===== config.mk =====
export PLATFORM = sky130hd
export DESIGN_NAME = fetch_unit
export DESIGN_NICKNAME = d
export VERILOG_FILES = /design/src/rtl/fetch_unit.sv
export SDC_FILE = /design/constraint.sdc
export NUM_CORES = 1
export LEC_CHECK = 0
export CORE_MARGIN = 5
export CORE_UTILIZATION = 44
export CTS_BUF_LIST = sky130_fd_sc_hd__clkbuf_8 sky130_fd_sc_hd__clkbuf_16
export CTS_CLUSTER_SIZE = 20
export DETAILED_ROUTE_END_ITERATION = 12
export DONT_BUFFER_PORTS = 1
export GPL_ROUTABILITY_DRIVEN = 0
export SLEW_MARGIN = 0
export SYNTH_ARGS = -nofsm -noshare
export SYNTH_HDL_FRONTEND = slang
export SYNTH_SLANG_ARGS = --single-unit

===== constraint.sdc =====
create_clock -name clk -period 13.8 [get_ports clk]
set_input_delay 1.38 -clock clk [delete_from_list [all_inputs] [get_ports clk]]
set_output_delay 1.38 -clock clk [all_outputs]
set_load 0.1 [all_outputs]

===== src/rtl/fetch_unit.sv =====
// -----------------------------------------------------------------------------
// fetch_unit
//
// Instruction fetch front end. Generates the program counter, issues in-order
// read requests to instruction memory over a req/gnt/rvalid handshake, and
// buffers returned words with their PCs until decode takes them. Wrong-path
// responses still in flight at a redirect are counted and silently dropped.
//
// Ports
//   clk, rst        rising-edge clock, synchronous active-high reset
//   imem_req        request valid (credit available, no redirect, not in reset)
//   imem_addr       word-aligned fetch address (current pc_q)
//   imem_gnt        request accepted this cycle
//   imem_rvalid     response valid (in order, one per granted request)
//   imem_rdata      returned instruction word
//   StallD          decode cannot accept this cycle
//   PCSrcE          redirect from execute (taken branch / jump)
//   PCTargetE       redirect target address
//   ValidD          InstrD/PCD/PCPlus4D carry a real instruction
//   InstrD          instruction to decode (NOP when !ValidD)
//   PCD             PC of InstrD (0 when !ValidD)
//   PCPlus4D        PCD + 4 (0 when !ValidD)
// -----------------------------------------------------------------------------
`timescale 1ns/1ps

module fetch_unit #(
    parameter logic [31:0] RESET_PC = 32'h0000_0000,
    parameter int unsigned DEPTH    = 4
) (
    input  logic        clk,
    input  logic        rst,
    output logic        imem_req,
    output logic [31:0] imem_addr,
    input  logic        imem_gnt,
    input  logic        imem_rvalid,
    input  logic [31:0] imem_rdata,
    input  logic        StallD,
    input  logic        PCSrcE,
    input  logic [31:0] PCTargetE,
    output logic        ValidD,
    output logic [31:0] InstrD,
    output logic [31:0] PCD,
    output logic [31:0] PCPlus4D
);

    localparam int          PW  = (DEPTH > 1) ? $clog2(DEPTH) : 1;
    localparam int          CW  = PW + 1;   // counters must hold the value DEPTH
    localparam int          OW  = CW + 2;   // room for the sum of three counters
    localparam logic [31:0] NOP = 32'h0000_0013;

    // Program counter of the next request.
    logic [31:0]   pc_q;

    // Pending FIFO: PC of every granted request whose response has not arrived.
    logic [31:0]   pend_pc [DEPTH];
    logic [PW-1:0] pend_rd;
    logic [PW-1:0] pend_wr;
    logic [CW-1:0] pend_cnt;

    // Instruction buffer: returned words with their PCs, head drives decode.
    logic [31:0]   buf_instr [DEPTH];
    logic [31:0]   buf_pc    [DEPTH];
    logic [PW-1:0] buf_rd;
    logic [PW-1:0] buf_wr;
    logic [CW-1:0] buf_cnt;

    // Responses still owed by memory for requests made before a redirect.
    logic [CW-1:0] disc_cnt;

    logic          pop;
    logic          grant;
    logic          resp_drop;
    logic          resp_take;
    logic [OW-1:0] occupancy;

    // -------------------------------------------------------------------------
    // Decode-side outputs: read straight from the buffer head.
    // -------------------------------------------------------------------------
    always_comb begin
        // NOTE: every output gets a default first so no path can infer a latch.
        ValidD   = 1'b0;
        InstrD   = NOP;
        PCD      = '0;
        PCPlus4D = '0;
        if (!rst && buf_cnt != '0) begin
            ValidD   = 1'b1;
            InstrD   = buf_instr[buf_rd];
            PCD      = buf_pc[buf_rd];
            PCPlus4D = buf_pc[buf_rd] + 32'd4;
        end
    end

    assign pop = ValidD && !StallD && !PCSrcE;

    // Credit: everything already granted (wanted or stale) plus everything
    // buffered must fit in DEPTH; a pop this cycle frees one slot early so the
    // pipeline can sustain one instruction per cycle.
    assign occupancy = OW'(pend_cnt) + OW'(buf_cnt) + OW'(disc_cnt) - OW'(pop);
    assign imem_req  = !rst && !PCSrcE && (occupancy < OW'(DEPTH));
    assign imem_addr = pc_q;
    assign grant     = imem_req && imem_gnt;

    // A response first pays off any outstanding discards; otherwise it answers
    // the oldest pending request. A response with neither is ignored.
    assign resp_drop = imem_rvalid && (disc_cnt != '0);
    assign resp_take = imem_rvalid && (disc_cnt == '0) && (pend_cnt != '0);

    // -------------------------------------------------------------------------
    // Control state.
    // -------------------------------------------------------------------------
    // NOTE: sequential state uses non-blocking assignments so every register
    // samples the pre-edge values regardless of statement order.
    always_ff @(posedge clk) begin
        if (rst) begin
            pc_q     <= RESET_PC;
            pend_rd  <= '0;
            pend_wr  <= '0;
            pend_cnt <= '0;
            buf_rd   <= '0;
            buf_wr   <= '0;
            buf_cnt  <= '0;
            disc_cnt <= '0;
        end else if (PCSrcE) begin
            pc_q     <= PCTargetE;
            pend_rd  <= '0;
            pend_wr  <= '0;
            pend_cnt <= '0;
            buf_rd   <= '0;
            buf_wr   <= '0;
            buf_cnt  <= '0;
            // Every request still unanswered after this edge becomes a discard.
            // A response arriving now settles one of them (pending or already
            // discarded) and its word is dropped, so it is not counted again.
            disc_cnt <= disc_cnt + pend_cnt - CW'(resp_drop || resp_take);
        end else begin
            if (grant) begin
                pc_q    <= pc_q + 32'd4;
                pend_wr <= pend_wr + PW'(1);
            end
            if (resp_take) begin
                pend_rd <= pend_rd + PW'(1);
                buf_wr  <= buf_wr + PW'(1);
            end
            if (pop) begin
                buf_rd <= buf_rd + PW'(1);
            end
            if (resp_drop) begin
                disc_cnt <= disc_cnt - CW'(1);
            end
            pend_cnt <= pend_cnt + CW'(grant) - CW'(resp_take);
            // Push and pop in the same cycle leave occupancy unchanged; with a
            // full buffer the write lands in the slot being read out this cycle.
            buf_cnt  <= buf_cnt + CW'(resp_take) - CW'(pop);
        end
    end

    // -------------------------------------------------------------------------
    // FIFO storage.
    // -------------------------------------------------------------------------
    // NOTE: storage arrays are not reset; the counters and pointers above decide
    // which entries are live, so stale contents are never observed.
    always_ff @(posedge clk) begin
        if (!rst && !PCSrcE) begin
            if (grant) begin
                pend_pc[pend_wr] <= pc_q;
            end
            if (resp_take) begin
                buf_instr[buf_wr] <= imem_rdata;
                buf_pc[buf_wr]    <= pend_pc[pend_rd];
            end
        end
    end

endmodule


== After elaboration in Yosys (flattened, before gate mapping) ==
Memory sizes are Yosys's and may differ from the RTL's. A register that Yosys moved wholly into a read port is not among the register bits.
Cells that the tools add are included.
Storage, ports and cells
  bits in latches: 0
  word-level logic and storage cells: 68
  bits in registers: 49
  bits in writable memories: 384
  memory bits (read-only): 0
  memories kept: 3
  input port bits: 70
Memory list
  buf_instr: words 4, bits a word 32, read ports 1, clocked after Yosys merged registers in 1, wr ports 1, RTL line 61  | logic [31:0] buf_instr [DEPTH];
  buf_pc: words 4, bits a word 32, read ports 1, clocked after Yosys merged registers in 1, wr ports 1, RTL line 62  | logic [31:0] buf_pc [DEPTH];
  pend_pc: words 4, bits a word 32, read ports 1, clocked after Yosys merged registers in 1, wr ports 1, RTL line 55  | logic [31:0] pend_pc [DEPTH];
Cells by class
  shift operators: 0
  magnitude comparators: 1
  bitwise operators: 0
  equal/unequal tests: 0
  muxes and demuxes: 20
  multipliers: 0
  divide/modulo/power cells: 0
  reduce and logical (&&, ||, !) cells: 20
  add/sub/neg operators: 16
Operators by type and width (count)
  two-way mux 32 bit: 5
  adder 32 x 3 -> 32 bit (second input constant): 2
  two-way mux 2 bit: 6
  logical AND 1 bit: 9
  nonzero test 3 bit: 3
  subtractor 3 x 1 -> 3 bit: 3
  adder 2 x 1 -> 2 bit (second input constant): 4
  two-way mux 1 bit: 7
  adder 3 x 1 -> 3 bit: 2
  two-way mux 3 bit: 2
  adder 4 x 3 -> 5 bit: 1
  < comparator 5 x 3 -> 1 bit (second input constant): 1
  subtractor 5 x 1 -> 5 bit: 1
  adder 3 x 3 -> 4 bit: 1
  nonzero test 2 bit: 2
  adder 3 bit: 1
  zero test 1 bit: 3
  zero test 3 bit: 1
  subtractor 3 x 1 -> 3 bit (second input constant): 1
  OR reduction 2 bit: 1
  logical OR 1 bit: 1

== Longest topological paths before layout ==
  word-level depth: 12
  gate-level depth with buffers: 22
  mapped depth without buffers: 20

== Least setup slack after synthesis ==
Ideal clock, no wire load.
  path type: input port to output port
  start: input port PCSrcE
  end: output port imem_req
  stages: 12
  arrival time: 4568 ps
  required time: 12420 ps
  slack: 7852 ps
  cell sequence: clkbuf_1 > or2_0 > nor3_1 > nand2b_1 > fa_1 > inv_1 > nor2_1 > fa_1 > nor3_1 > and3b_1 > mux2i_1 > inv_1
Between the ends
  word-level cells in the longest chain between the ends: 5
  elaborated cells between the ends (all ways): 6
RTL lines
  from (decl): RTL line 38  | input logic PCSrcE,
  zero test 1 bit (*): RTL line 93, 99
  logical AND 1 bit: RTL line 93  | assign pop = ValidD && !StallD && !PCSrcE;
  subtractor 5 x 1 -> 5 bit: RTL line 98  | assign occupancy = OW'(pend_cnt) + OW'(buf_cnt) + OW'(disc_cnt) - OW'(pop);
  < comparator 5 x 3 -> 1 bit: RTL line 99  | assign imem_req = !rst && !PCSrcE && (occupancy < OW'(DEPTH));
  logical AND 1 bit (*): RTL line 99
  to (decl): RTL line 32  | output logic imem_req,
Mark *: on every way between the ends. The rest lies on a longest branch, timed or not.

== Worst setup path after layout ==
  start: input port rst
  end: register pend_cnt[2]
Between the ends
  word-level cells in the longest chain between the ends: 11
  elaborated cells between the ends (all ways): 13
RTL lines
  from (decl): RTL line 31  | input logic rst,
  zero test 1 bit: RTL line 85, 99
  logical AND 1 bit: RTL line 85  | if (!rst && buf_cnt != '0) begin
  two-way mux 1 bit: RTL line 85
  logical AND 1 bit (2 in a row): RTL line 93
  subtractor 5 x 1 -> 5 bit: RTL line 98
  < comparator 5 x 3 -> 1 bit: RTL line 99
  logical AND 1 bit: RTL line 99
  logical AND 1 bit: RTL line 101  | assign grant = imem_req && imem_gnt;
  adder 3 x 1 -> 3 bit: RTL line 150  | pend_cnt <= pend_cnt + CW'(grant) - CW'(resp_take);
  subtractor 3 x 1 -> 3 bit: RTL line 150
  to (signal assigned): RTL line 150
  to (decl): RTL line 58  | logic [CW-1:0] pend_cnt;
Several ways; a longest one is shown, not always the timed one.
A chain may end at the register's enable or synchronous reset.

==> results by group <==
Run status
  • Outcome: finished clean

Clock tree
  • Post-CTS resize count: 0
  • Hold_buf cts: 0
  • CTS Buf Count: 45
  • Clock sinks: approximately 440
  • Clk buf depth: 3
  • CTS tree: done
  • Clk pin slew, worst setup/hold paths: 0.06 ns
  • Root buf cell: clkbuf_16
  • Setup Fix Bufs, Post-CTS: 0
  • Skew-Pair Late Insertion Delay: 0.55 ns
  • H-tree depth: 2

Placement
  • DP Area: just under 20000 um2
  • Post-DP HPWL: approximately 25000 um
  • # port buffers: 0

Worst hold path
  • Worst hold stages: 2
  • Hold Path Class: reg -> reg
  • Hold EP: pend_wr[1]
  • Hold Crit Start: pend_wr[1]

Timing
  • Final setup viols: 0
  • Least-Margin Pin Slew: 1.24 ns
  • Min Tclk post-route: 6.44 ns
  • Slew margin rel.: 0.171
  • Hold slack: 0.492 ns
  • Max Fclk: 0.155 GHz
  • Final Hold Viols: 0
  • Pins Over Slew Limit: 0
  • Period utilisation layout: 0.467
  • Setup Skew: approximately 0.018 ns
  • Setup total negative slack: 0 ns
  • Unrepaired setup endpoints after global routing: no

Floorplanning
  • # IOs: 200
  • Height of the die: 214 um
  • DIE WIDTH: 214 um
  • Initial Utilization: 0.447
  • Die area: roughly 46000 um2
  • Rows: 74
  • Core Area: between 40000 and 50000 um2

Route
  • Total number of vias: slightly below 10000
  • DR vias/cell: approximately 5.8
  • Average wire per standard cell: 23.5 um
  • Post-Route WL: 40000 um
  • DR iter-0 viols: 722
  • Routed Antenna Nets: 0
  • First-pass iteration count of the detailed router: 5
  • Final routed DRC violation total: 0

Yosys
  • Ranking of synthesized cells by area: edfxtp_1 (63%), mux4_2 (12%), dfxtp_1 (5.8%)
  • Sequential fraction of the synthesis area: 0.686
  • Yosys warnings: 0
  • Ys async rst share: 0
  • Syn Nets: 1193
  • Synth cell count leaders: edfxtp_1 (384), mux4_2 (95), and2_1 (68)
  • EDFF count, synth: 384
  • Flop and latch count out of synthesis: 437
  • Primary FF master, synth: edfxtp_1
  • Post-synthesis cell type count: 64
  • Top cell type by total area after synthesis: edfxtp_1
  • Cell with the most instances after synthesis: edfxtp_1
  • Share of the synthesized area in the top cell type: 0.628
  • Synthesized area per cell: about 17 um2
  • Synth Instances: between 1000 and 1500
  • Mapped Area: roughly 18000 um2

Finish
  • Area grow syn2layout: 12.9%
  • Post-layout instance area: just over 20000 um2
  • Layout Nets: 1232
  • Antenna cells: 0
  • Share of post-route cells with drive strength above 1: 0.225

Worst setup path
  • Crit path buf inv count: 4
  • Crit path max fanout: 34
  • Startpoint Class: primary input
  • Worst reg2reg endpoint: pend_cnt[2]
  • Critical path data arrival time: 6.88 ns
  • Crit. End Element: flip-flop
  • CP max stage cell: clkinv_1
  • Worst Path Required: between 10 and 15 ns
  • Delay-heaviest family, CP: adder cells
  • Worst Setup Path Type: in -> reg
  • Reg2reg setup slack: 7.91 ns
  • Cell Chain, Critical Path: or2_0 -> nor3_1 -> nand2b_1 -> fa_1 -> inv_1 -> nor2_1 -> fa_1 -> nor3_1 -> and4b_1 -> mux2_2 -> clkinv_1 -> ha_1 -> inv_1 -> ha_1 -> inv_1 -> fa_1 -> xnor2_1 -> xnor2_1 -> nor2_1
  • Reg2Reg Depth: 19
  • Worst r2r src: buf_cnt[1]
  • Worst path max stage delay: around 0.85 ns

Global routing
  • GRT Util Overall: 0.173
  • Initial antenna violation count: 0
  • First-pass GRT wire length: ~62000 um
  • Via count of the first global-routing pass: ~10000
  • Grt ovf: 0
  • Largest net degree at the start of global routing: 65

Power and ir drop
  • Leakage: between 0.006 and 0.007 uW
  • Maximum VDD drop: 0.0886 mV
  • PwrDens: ~140 nW/um2

Flow run
  • Max-Cap Viols: 0
-- cell usage in the layout (no fill, tap or decap), drive strengths merged, types with 10 or more instances in the layout --
| master | Yosys | final |
|---|---|---|
| edfxtp | 384 | 384 |
| mux4 | 96 | 96 |
| and2 | 68 | 68 |
| nor2 | 55 | 55 |
| dfxtp | 53 | 53 |
| clkbuf | 34 | 51 |
| buf | 22 | 48 |
| inv | 34 | 44 |
| nand2 | 41 | 41 |
| nand4 | 29 | 29 |
| nand3 | 25 | 25 |
| ha | 23 | 23 |
| xnor2 | 20 | 20 |
| a21oi | 20 | 20 |
| clkinv | 2 | 20 |
| nor3 | 17 | 17 |
| mux2 | 15 | 15 |
| and3 | 14 | 14 |
| nor4 | 13 | 13 |
| mux2i | 12 | 12 |
| a31oi | 10 | 10 |
-- worst register-to-register path, cell delays in order, from the launching register on --
cell,delay (ns)
dfxtp_1,0.39
nor3_1,0.09
nor3_1,0.45
nand2b_1,0.17
fa_1,0.50
inv_1,0.05
nor2_1,0.13
fa_1,0.41
nor3_1,0.31
and4b_1,0.24
mux2_2,0.66
clkinv_1,0.85
ha_1,0.55
inv_1,0.06
ha_1,0.13
inv_1,0.05
fa_1,0.38
xnor2_1,0.18
xnor2_1,0.13
nor2_1,0.05
-- worst max-delay path by stage --
stage	startpoint	endpoint	slack (ns)	cells past startpoint
2_1_floorplan	PCSrcE	imem_req	7.85	12
3_3_place_gp	rst	pend_cnt[2]	6.89	19
3_5_place_dp	rst	pend_cnt[2]	6.74	19
4_1_cts	rst	pend_cnt[2]	7.34	19
5_1_grt	rst	pend_cnt[2]	6.86	19
6_report	rst	pend_cnt[2]	7.36	19
-- metrics by stage --
| stage | setup WS, ns | util | instances | power, uW |
|---|---|---|---|---|
| 2_1_floorplan | 7.85 | - | 1094 | 1680 |
| 3_3_place_gp | 6.89 | 0.468 | 1618 | 1720 |
| 3_5_place_dp | 6.74 | 0.468 | 1618 | 1730 |
| 4_1_cts | 7.34 | 0.504 | 1702 | 2940 |
| 5_1_grt | 6.86 | 0.504 | 1702 | 3020 |
| 6_report | 7.36 | 0.504 | 1702 | 2910 |
-- area by class of cell --
class / count / area, um2
Timing Repair Buffer: 48 / 360
Inverter: 36 / 135
Fill cell: 3374 / 20400
Tap cell: 532 / 666
Clock buffer: 51 / 1240
Multi-Input combinational cell: 565 / 5470
Sequential cell: 437 / 12600
Clock inverter: 33 / 259
-- report_power, final --
group,internal (uW),switching (uW)
clock,720,489
combinational,65.2,150
sequential,1460,17.0
-- registers in the layout, indices dropped and copies added (netlist names), named ones only --
signal,flops
pend_pc,128
pend_rd,2
buf_pc,128
pend_wr,2
buf_wr,2
buf_rd,2
disc_cnt,3
buf_instr,128
pend_cnt,3
imem_addr,32
buf_cnt,3
-- logic make-up after synthesis --
logic type,after synthesis,synth area share
flops,437,0.686
simple gates,300,0.0905
mux,123,0.134
buf+inv,92,0.0216
compound gates,86,0.0335
fa+ha+maj,29,0.0222
xor+xnor,27,0.0129
-- metal layers --
metal / global-route usage / up-vias / routed length, um
li1: - / 4405 / -
met5: 0 / - / 0
met4: 0.0393 / 0 / 649
met2: 0.269 / 287 / 18800
met1: 0.245 / 5068 / 17900
met3: 0.0487 / 49 / 2720
Power figures use the tool's default switching activity.
